--- src/rtl/cpu_defs.sv ---
// Shared MIPS32 pipeline definitions: load-type encodings and the hardwired zero register.
// Imported by the writeback stage and by any forwarding logic that reuses load alignment.
package cpu_defs;

  localparam logic [2:0] LT_LB  = 3'd0;
  localparam logic [2:0] LT_LBU = 3'd1;
  localparam logic [2:0] LT_LH  = 3'd2;
  localparam logic [2:0] LT_LHU = 3'd3;
  localparam logic [2:0] LT_LW  = 3'd4;

  localparam logic [4:0] REG_ZERO = 5'd0;

endpackage

--- src/rtl/load_align.sv ---
// Little-endian load alignment and sign/zero extension; purely combinational, no flow control.
// Undefined load types fall back to the full word.
module load_align
  import cpu_defs::*;
(
  input  logic [31:0] rdata,
  input  logic [1:0]  boff,
  input  logic [2:0]  ltype,
  output logic [31:0] data
);

  logic [7:0]  byte_sel;
  logic [15:0] half_sel;

  always_comb begin
    byte_sel = rdata[{boff, 3'b000} +: 8];
    // Halfword loads ignore boff[0]; misalignment is trapped upstream.
    half_sel = boff[1] ? rdata[31:16] : rdata[15:0];
    case (ltype)
      LT_LB:   data = {{24{byte_sel[7]}}, byte_sel};
      LT_LBU:  data = {24'd0, byte_sel};
      LT_LH:   data = {{16{half_sel[15]}}, half_sel};
      LT_LHU:  data = {16'd0, half_sel};
      default: data = rdata;
    endcase
  end

endmodule

--- src/rtl/wb_writeback.sv ---
// MEM/WB register and sole register-file write port; one cycle from capture to write.
// Aux (mul/div) writes fill idle slots; after AUX_MAX_WAIT unserved cycles one is forced and wb_stall_o holds the pipe.
module wb_writeback
  import cpu_defs::*;
#(
  parameter int DATA_W       = 32,
  parameter int ADDR_W       = 5,
  parameter int AUX_MAX_WAIT = 4
) (
  input  logic              clk,
  input  logic              rst,
  input  logic              mem_valid_i,
  input  logic              mem_wreg_i,
  input  logic [ADDR_W-1:0] mem_waddr_i,
  input  logic [DATA_W-1:0] mem_result_i,
  input  logic              mem_is_load_i,
  input  logic [2:0]        mem_ltype_i,
  input  logic [1:0]        mem_boff_i,
  input  logic [DATA_W-1:0] mem_rdata_i,
  input  logic              stall_i,
  input  logic              flush_i,
  input  logic              aux_req_i,
  input  logic [ADDR_W-1:0] aux_addr_i,
  input  logic [DATA_W-1:0] aux_data_i,
  output logic              aux_ack_o,
  output logic              wb_stall_o,
  output logic              writeEnable_o,
  output logic [ADDR_W-1:0] writeAddr_o,
  output logic [DATA_W-1:0] writeData_o
);

  localparam int CNT_W = $clog2(AUX_MAX_WAIT + 1);

  logic              valid;
  logic              wreg;
  logic              committed;
  logic [ADDR_W-1:0] waddr;
  logic [DATA_W-1:0] wdata;
  logic [CNT_W-1:0]  wait_cnt;

  logic [DATA_W-1:0] aligned;
  logic [DATA_W-1:0] mem_data;
  logic              forced;
  logic              pending;
  logic              pipe_sel;
  logic              aux_sel;
  logic              hold;

  load_align u_align (
    .rdata (mem_rdata_i),
    .boff  (mem_boff_i),
    .ltype (mem_ltype_i),
    .data  (aligned)
  );

  assign mem_data = mem_is_load_i ? aligned : mem_result_i;

  always_comb begin
    forced   = rst && aux_req_i && (wait_cnt == CNT_W'(AUX_MAX_WAIT));
    pending  = rst && valid && wreg && (waddr != ADDR_W'(REG_ZERO)) && !committed;
    pipe_sel = pending && !forced;
    aux_sel  = rst && aux_req_i && !pipe_sel;
    hold     = stall_i || forced;

    wb_stall_o    = forced;
    aux_ack_o     = 1'b0;
    writeEnable_o = 1'b0;
    writeAddr_o   = '0;
    writeData_o   = '0;
    // An aux write to r0 still consumes its slot and is acked, but nothing is written.
    if (aux_sel) begin
      aux_ack_o = 1'b1;
      if (aux_addr_i != ADDR_W'(REG_ZERO)) begin
        writeEnable_o = 1'b1;
        writeAddr_o   = aux_addr_i;
        writeData_o   = aux_data_i;
      end
    end else if (pipe_sel) begin
      writeEnable_o = 1'b1;
      writeAddr_o   = waddr;
      writeData_o   = wdata;
    end
  end

  always_ff @(posedge clk) begin
    if (!rst) begin
      valid     <= 1'b0;
      wreg      <= 1'b0;
      committed <= 1'b0;
      waddr     <= '0;
      wdata     <= '0;
      wait_cnt  <= '0;
    end else begin
      if (aux_req_i && !aux_ack_o) begin
        if (wait_cnt != CNT_W'(AUX_MAX_WAIT))
          wait_cnt <= wait_cnt + 1'b1;
      end else begin
        wait_cnt <= '0;
      end

      // committed keeps a held entry from being written twice.
      if (flush_i) begin
        valid <= 1'b0;
      end else if (hold) begin
        if (pipe_sel)
          committed <= 1'b1;
      end else begin
        valid     <= mem_valid_i;
        wreg      <= mem_wreg_i;
        waddr     <= mem_waddr_i;
        wdata     <= mem_data;
        committed <= 1'b0;
      end
    end
  end

endmodule

--- config.mk ---
export PLATFORM = sky130hd
export DESIGN_NAME = wb_writeback
export DESIGN_NICKNAME = d
export VERILOG_FILES = /design/src/rtl/cpu_defs.sv /design/src/rtl/load_align.sv /design/src/rtl/wb_writeback.sv
export SDC_FILE = /design/constraint.sdc
export NUM_CORES = 1
export LEC_CHECK = 0
export CAP_MARGIN = 20
export CORE_ASPECT_RATIO = 1.4
export CORE_MARGIN = 2
export CORE_UTILIZATION = 38
export CTS_BUF_LIST = sky130_fd_sc_hd__clkbuf_4 sky130_fd_sc_hd__clkbuf_8
export CTS_CLUSTER_SIZE = 24
export DETAILED_ROUTE_END_ITERATION = 8
export PLACE_DENSITY = 0.8
export SYNTH_ARGS = -nofsm -noshare
export SYNTH_HDL_FRONTEND = slang
export SYNTH_SLANG_ARGS = --single-unit
--- constraint.sdc ---
create_clock -name clk -period 2.2 [get_ports clk]
set_clock_uncertainty 0.15 [all_clocks]
set_input_delay 0.44 -clock clk [delete_from_list [all_inputs] [get_ports clk]]
set_output_delay 0.44 -clock clk [all_outputs]
set_load 0.005 [all_outputs]
### Word level (Yosys, flattened, before mapping)

Cells that the tools add are included.

| cells by class | value |
|---|---|
| reductions and logical operators | 21 |
| bitwise operators | 3 |
| equal/unequal tests | 6 |
| muxes and demuxes | 15 |
| add/sub/neg operators | 1 |
| shift-type cells | 1 |

Operators with widths:

| operator | number |
|---|---|
| $mux W32 | 4 |
| $pmux W32 S4 | 1 |
| $shiftx A32 B6 Y8 | 1 |
| $mux W16 | 1 |
| $mux W5 | 3 |
| $reduce_bool A5 Y1 | 2 |
| $logic_and A1 B1 Y1 | 9 |
| $eq A3 B2 Y1 const B | 2 |
| $mux W1 | 6 |
| $reduce_and A2 Y1 | 3 |
| $logic_not A1 Y1 | 4 |
| $add A3 B1 Y3 const B | 1 |
| $eq A3 B1 Y1 const B | 1 |
| $eq A3 B3 Y1 const B | 1 |
| $logic_not A3 Y1 | 1 |
| $ne A3 B3 Y1 const B | 1 |
| $not A1 Y1 | 3 |
| $ne A2 B2 Y1 const B | 1 |
| $reduce_or A2 Y1 | 1 |
| $logic_or A1 B1 Y1 | 1 |

| storage, ports and cells | value |
|---|---|
| output and inout port bits | 40 |
| input port bits | 119 |
| logic and storage cells | 53 |
| register bits after elaboration | 43 |

### Logic depth before layout (Yosys ltp)

Gate-level depths: netlist of the first run.

| logic depth | value |
|---|---|
| depth in word-level cells | 11 |
| depth in mapped cells | 8 |
| depth with buffers taken out | 6 |

### Hierarchy

From an unflattened synthesis of the first run, not the netlist that was laid out.

| unflattened totals | value |
|---|---|
| cell total of the unflattened synthesis | 432 |
| area, all modules | 3314.4 um2 |

Modules (own cells, without submodules):

| module | cells each | instances | area an instance (um2) |
|---|---|---|---|
| wb_writeback | 336 | 1 | 2586.2 |
| load_align | 96 | 1 | 728.2 |

### Worst setup path after synthesis of the first run

No wires, ideal clock.

| path | value |
|---|---|
| kind | register to output |
| start | register wait_cnt[0] |
| end | output writeData_o[10] |
| path slack | -0.158 ns |
| arrival time | 1.768 ns |
| path buffers | 1 |
| stages on the path, launching flop included | 8 |
| cell sequence | dfxtp_1 inv_1 ha_1 and4_1 a211oi_2 nor2_1 clkbuf_1 a22o_1 |

| between the ends | value |
|---|---|
| cells in the longest elaborated chain, start to end | 7 |

Ends and longest elaborated chain:

| item | RTL line | RTL |
|---|---|---|
| from (decl) | wb_writeback.sv:39 | `logic [CNT_W-1:0] wait_cnt;` |
| from (signal assigned) | wb_writeback.sv:96 | `wait_cnt <= wait_cnt + 1'b1;` |
| $eq A3 B3 Y1 * | wb_writeback.sv:59 | `forced = rst && aux_req_i && (wait_cnt == CNT_W'(AUX_MAX_WAIT));` |
| $logic_and A1 B1 Y1 * | wb_writeback.sv:59 |  |
| via wb_stall_o | wb_writeback.sv:26 | `output logic wb_stall_o,` |
| $logic_not A1 Y1 * | wb_writeback.sv:61 | `pipe_sel = pending && !forced;` |
| $logic_and A1 B1 Y1 * | wb_writeback.sv:61 |  |
| $logic_not A1 Y1 | wb_writeback.sv:62 | `aux_sel = rst && aux_req_i && !pipe_sel;` |
| $logic_and A1 B1 Y1 | wb_writeback.sv:62 |  |
| $mux W32 * | wb_writeback.sv:71 | `if (aux_sel) begin` |
| to (decl) | wb_writeback.sv:29 | `output logic [DATA_W-1:0] writeData_o` |

Mark *: on every way through the listed nets, which the timed path passes. The rest lies on a longest branch.

### Final worst setup path of the first run

| path | value |
|---|---|
| start | register wait_cnt[1] |
| end | output writeData_o[1] |

| between the ends | value |
|---|---|
| cells in the longest elaborated chain, start to end | 7 |

Ends and longest elaborated chain:

| item | RTL line |
|---|---|
| $eq A3 B3 Y1 * | wb_writeback.sv:59 |
| $logic_and A1 B1 Y1 * | wb_writeback.sv:59 |
| $logic_not A1 Y1 * | wb_writeback.sv:61 |
| $logic_and A1 B1 Y1 * | wb_writeback.sv:61 |
| $logic_not A1 Y1 | wb_writeback.sv:62 |
| $logic_and A1 B1 Y1 | wb_writeback.sv:62 |
| $mux W32 * | wb_writeback.sv:71 |

Mark *: on every way between the ends. The rest lies on a longest branch, timed or not.

==> run metrics, run 1 <==
Max-cap violations=0; clock-pin slew on the worst setup and hold paths=0.09 ns; Crit. End Element=primary output; I/O pin count=159; Post-Syn Area=3120 um2; vias per cell=5.63; Main synth FF type=dfxtp_1; Placement Rows=39; Detailed Route Iter0 Violations=435; commonest cells after routing, fill and taps aside=clkdlybuf4s50_1, buf_4, dfxtp_1; Die Wd=80.6 um; hold buffers post-CTS=0; commonest non-fill, non-tap cell in the layout=clkdlybuf4s50_1; Slew headroom=73.7%; worst-margin pin slew=0.395 ns; Setup crit start kind=flip-flop; Peak Freq=384 MHz; Setup Crit Path Kind=flip-flop to primary output; Total GRT Usage=27.9%; period utilization=118%; post-DP HPWL=9000 um; Max Slew Vio Count=0; pin count of the biggest net entering global routing=42; vias in the first global route=4059; DR WL/cell=17.5 um; Post-Syn Instances=407; PD cells=396 nW/um2; WHS Endpoint=wdata[23]; layout cells sized above 1=23.8%; nets=721; Final Hold Viols=0; Worst EP arrival=2.02 ns; Place WS=-0.971 ns; CTS tree=done; r2r worst-path depth=9; library cells used by synthesis=46; Setup violations, final=39; initial core utilization=38.8%; register bit total from synthesis=43; grt total ovfl=0; CP max FO=8; synth warn=0; hold crit path type=flip-flop to flip-flop; Avg Cell Area, Syn=7.67 um2; CTS sink cnt=43; DRC Markers=0; DRT Pass-1 Iters=5; core area=8050 um2; cell count of the worst hold path=2; Async SR Flop Fraction=0%; Post-synth EDFFs=0; via count=3957; Tmin final=2.61 ns; count of input and output buffers=158; Leak Pwr=2.22 nW; RePlAce Congestion=0.938; Skew-Pair Late Insertion Delay=0.30 ns; r2r startpoint=wait_cnt[1]; first-pass GRT wire length=19700 um; Fill cells=663; htree depth=2; failing checks=setup timing; deepest clock path buffer count=2; drt total wl=12300 um; die area=8960 um2; sequential area share after synthesis=27.6%; unrepaired setup endpoints after global routing=yes; CTS buffer count=5; Die Y=111 um; CTS root buf=clkbuf_8; critical path required time=1.61 ns; Worst Setup Slack, final=-0.407 ns; final core utilization=65.5%; status=finished with violations; Antenna Cells=0; syn_nets=528; Area Overhead vs Synth=69.0%; min-delay src=wdata[23]; Max VDD drop=283 uV; R2R Path End=wdata[31]; antenna-violating nets left=0; initial antenna violation count=0; Worst R2R Setup Slack=0.13 ns
## final cells by class
type                       instances  area (um2)  share of cell area, %
clock buffer                       6        76.3                   1.45
clock inverter                     2        12.5                  0.237
inverter                           8        30.0                  0.569
multi-input combinational        315        2120                   40.2
sequential                        43         863                   16.4
tap                              102         128                   2.42
timing repair buffer             227        2050                   38.8
## state kept, by name, summed over array words and instances (netlist names)
| register | count |
|---|---|
| committed | 1 |
| valid | 1 |
| wdata | 32 |
| waddr | 5 |
| wreg | 1 |
| wait_cnt | 3 |
## per-stage QoR
stage          total power, W  TNS, ns  cells  area [um2]  hold slack, ns
2_1_floorplan         0.00115        0    407        3150           0.267
3_3_place_gp          0.00156   -40.61    677        5120           0.305
3_5_place_dp          0.00157   -42.20    677        5120           0.316
4_1_cts               0.00209   -15.16    704        5350           0.327
5_1_grt               0.00218   -14.92    703        5270           0.356
6_report              0.00209   -12.73    703        5270           0.329
## cell families after synthesis
| group | Yosys count | share of synthesized area, % |
|---|---|---|
| AOI/OAI and AO/OA | 156 | 35.6 |
| and+or+nand+nor | 144 | 24.9 |
| buffers and inverters | 49 | 6.50 |
| DFF | 43 | 27.6 |
| muxes | 12 | 4.29 |
| adders and majority gates | 2 | 0.802 |
| xor gates and xnor gates | 1 | 0.281 |
## worst max path at each step
stage	slack (ns)	from	to	depth (start not counted)
final	-0.41	wait_cnt[1]	writeData_o[1]	10
after global routing	-0.45	wait_cnt[0]	writeData_o[1]	10
after CTS	-0.49	wait_cnt[0]	writeData_o[1]	10
after detailed placement	-0.97	aux_addr_i[1]	writeData_o[1]	7
after global placement	-0.92	aux_addr_i[1]	writeData_o[12]	7
after floorplan	0.008	wait_cnt[0]	writeData_o[10]	7
## critical path, cell delays in order, from the launching register on
cell,delay (ns)
dfxtp_2,0.35
inv_2,0.04
ha_4,0.15
and4_4,0.15
a211oi_4,0.22
buf_4,0.15
nor2_4,0.05
buf_12,0.14
buf_16,0.13
a22o_1,0.19
buf_2,0.14
## repair_timing
action                                  4_1_cts  5_1_grt
pin swaps                                    14       10
endpoints found under the setup margin       47       46
setup buffers                                15        3
hold endpoints to repair                      0        0
gates cloned                                  4        0
gates resized for setup                     184       14
## cell usage after synthesis, drive strengths merged (2+ instances only)
master | n | share of area, %
clkbuf | 36 | 4.3
ha | 2 | 0.80
nand3b | 2 | 0.48
nand3 | 23 | 3.7
and2 | 17 | 3.4
a21oi | 16 | 2.6
a21boi | 6 | 1.4
nor2b | 14 | 2.8
o31ai | 16 | 3.8
o211a | 7 | 2.2
inv | 8 | 0.96
nor2 | 14 | 1.8
nand2b | 12 | 2.4
nor3 | 16 | 2.6
buf | 5 | 1.2
nand2 | 32 | 3.8
dfxtp | 43 | 28
mux2i | 10 | 3.2
o21ai | 33 | 5.3
nand4b | 2 | 0.56
o211ai | 2 | 0.48
o22ai | 22 | 4.4
o221ai | 4 | 1.1
a31oi | 8 | 1.6
nor3b | 7 | 1.7
a22o | 32 | 9.0
## metal layers
layer / vias to the layer above / track usage (%) / part of all wire (%)
li1: 1905 / - / -
met1: 1834 / 31.8 / 37
met2: 177 / 50.2 / 53
met3: 41 / 3.66 / 5.7
met4: 0 / 12.5 / 4.1
met5: - / 0 / 0
## power by group
part | total (W) | internal (W) | switching [W]
combinational | 0.000718 | 0.000411 | 0.000307
clock | 0.000526 | 0.000235 | 0.000291
sequential | 0.000844 | 0.000819 | 0.0000248
total | 0.00209 | 0.00147 | 0.000622
(Power assumes the default switching activity.)
==> inputs of run 2 (changes only) <==
GPL_ROUTABILITY_DRIVEN = 0   (was default)
==> run 2 against run 1 <==
  * The flow still finishes with violations (setup timing)
  * Non-clock buffer count grew 1
  * Register-to-register slack is essentially flat
  * Wire length grew 8.3%
  * Design area grew 0.38%
  * Clock-buffer cell count shrank 1
  * Via count grew 3.8%
  * Flip-flop and latch count is the same
  * Maximum frequency grew 2.0%
  * Clock power grew 3%
  * Largest cell class unchanged
==> run metrics, run 2 (synthesis results as in run 1) <==
clock-pin slew on the worst setup and hold paths=0.09 ns; r2r worst-path depth=9; PD cells=397 nW/um2; Detailed Route Iter0 Violations=248; CTS tree=done; Worst Setup Slack, final=-0.356 ns; Biggest register=wdata; R2R Path End=wdata[20]; Antenna Cells=0; hold crit path type=flip-flop to flip-flop; area of the multi-input gates=2140 um2; M3 GR Usage=3.99%; initial core utilization=38.8%; Placement Rows=39; most crowded layer after global routing=met2; Die Wd=80.6 um; layout cells sized above 1=25.4%; commonest cells after routing, fill and taps aside=clkdlybuf4s50_1, buf_4, buf_2, dfxtp_1, a22o_1; Slew headroom=76.8%; Crit. End Element=primary output; Setup Crit Path Kind=flip-flop to primary output; vias per cell=5.83; antenna-violating nets left=0; Max-cap violations=0; commonest non-fill, non-tap cell in the layout=clkdlybuf4s50_1; max reg flops=32; Max Slew Vio Count=0; Skew-Pair Late Insertion Delay=0.30 ns; worst-margin pin slew=0.338 ns; vias in the first global route=4085; DR WL/cell=19.0 um; drt total wl=13400 um; Worst R2R Setup Slack=0.12 ns; r2r startpoint=wait_cnt[0]; htree depth=2; DRT Pass-1 Iters=4; CTS sink cnt=43; CP max FO=8; CTS root buf=clkbuf_8; deepest clock path buffer count=2; Largest regs=wdata: 32 flops, waddr: 5 flops, wait_cnt: 3 flops; I/O pin count=159; pin count of the biggest net entering global routing=26; GR Layer Usage met1=33.4%; Peak Freq=391 MHz; Max VDD drop=335 uV; Setup violations, final=39; die area=8960 um2; Design Power=0.00210 W; min-delay src=wdata[28]; grt total ovfl=0; combinational fraction of design power=33.9%; failing checks=setup timing; Final Hold Viols=0; Worst EP arrival=1.97 ns; Setup crit start kind=flip-flop; Leak Pwr=2.22 nW; core area=8050 um2; register area=865 um2; met2 Use GR=53.3%; Area Overhead vs Synth=69.6%; unrepaired setup endpoints after global routing=yes; count of input and output buffers=158; switching fraction of total power=31.2%; WHS Endpoint=wdata[28]; Total GRT Usage=29.6%; switching power total=0.000656 W; post-DP HPWL=9240 um; initial antenna violation count=0; sequential share of power=40.2%; Die Y=111 um; nets=722; Tmin final=2.56 ns; critical path required time=1.61 ns; period utilization=116%; status=finished with violations; Pint=0.00144 W; DRC Markers=0; CTS buffer count=5; Fill cells=663; Clock Power Share=25.8%; cell count of the worst hold path=2; first-pass GRT wire length=20700 um; worst hold slack=0.327 ns; via count=4107
[run 2: cell count changes in the layout (fill, tap and decap cells not counted), sizes merged]
cell,before,now
buf,107,111
clkbuf,9,6
clkdlybuf4s15,3,2
clkinv,1,0
clkinvlp,1,2
dlygate4sd2,5,4
dlymetal6s2s,1,2
inv,8,9
[run 2: repair_timing]
action / CTS / global route
pin swaps: 15 / 20
hold buffers: 0 / 0
cloned: 4 / 1
gates resized for setup: 181 / 40
endpoints found under the setup margin: 65 / 48
buffers inserted: 25 / 2
[run 2: power groups by stage]
| stage | Combinational, W | Clock, W | Sequential [W] |
|---|---|---|---|
| after global routing | 0.000764 | 0.000579 | 0.000849 |
| after detailed placement | 0.000710 | 0 | 0.000861 |
| after global placement | 0.000695 | 0 | 0.000860 |
| after CTS | 0.000713 | 0.000541 | 0.000843 |
| final | 0.000713 | 0.000542 | 0.000845 |
| after floorplan | 0.000300 | 0 | 0.000852 |
[run 2: through the flow]
| stage | std cells | setup TNS, ns | cell area (um2) | worst slack (ns) | util, % |
|---|---|---|---|---|---|
| floorplan | 407 | 0 | 3150 | 0.00845 | - |
| detailed placement | 675 | -48.09 | 5090 | -0.922 | 63.3 |
| finish | 704 | -11.35 | 5290 | -0.356 | 65.7 |
| CTS | 712 | -14.05 | 5390 | -0.392 | 66.9 |
| global placement | 675 | -47.28 | 5090 | -0.945 | 63.3 |
| global route | 704 | -14.22 | 5290 | -0.433 | 65.7 |
[run 2: per-layer routing]
layer | vias up | routed length (um)
met5 | - | 0
met4 | 0 | 647
met3 | 43 | 768
met2 | 196 | 7120
met1 | 1949 | 4830
li1 | 1919 | -
[run 2: critical path: stages, from the launching register on]
cell	delay, ns
dfxtp_2	0.35
inv_2	0.04
ha_4	0.15
and4_4	0.15
a211oi_4	0.25
buf_6	0.16
nor2_4	0.06
buf_6	0.16
a22o_1	0.20
buf_2	0.12
[run 2: worst max-delay path by stage]
stage / to / slack [ns] / from / cells after the start
after floorplan: writeData_o[10] / 0.008 / wait_cnt[0] / 7
after global placement: writeData_o[14] / -0.94 / aux_addr_i[1] / 7
after detailed placement: writeData_o[14] / -0.92 / aux_addr_i[1] / 7
after CTS: writeData_o[14] / -0.39 / committed / 9
after global routing: writeData_o[9] / -0.43 / wait_cnt[0] / 9
final: writeData_o[9] / -0.36 / wait_cnt[0] / 9
[run 2: cell type report]
type | instances | share of cell area [%]
sequential | 43 | 16.3
clock inverter | 3 | 0.449
multi-input combinational | 315 | 40.4
clock buffer | 5 | 1.30
timing repair buffer | 228 | 38.5
inverter | 8 | 0.567
tap | 102 | 2.41
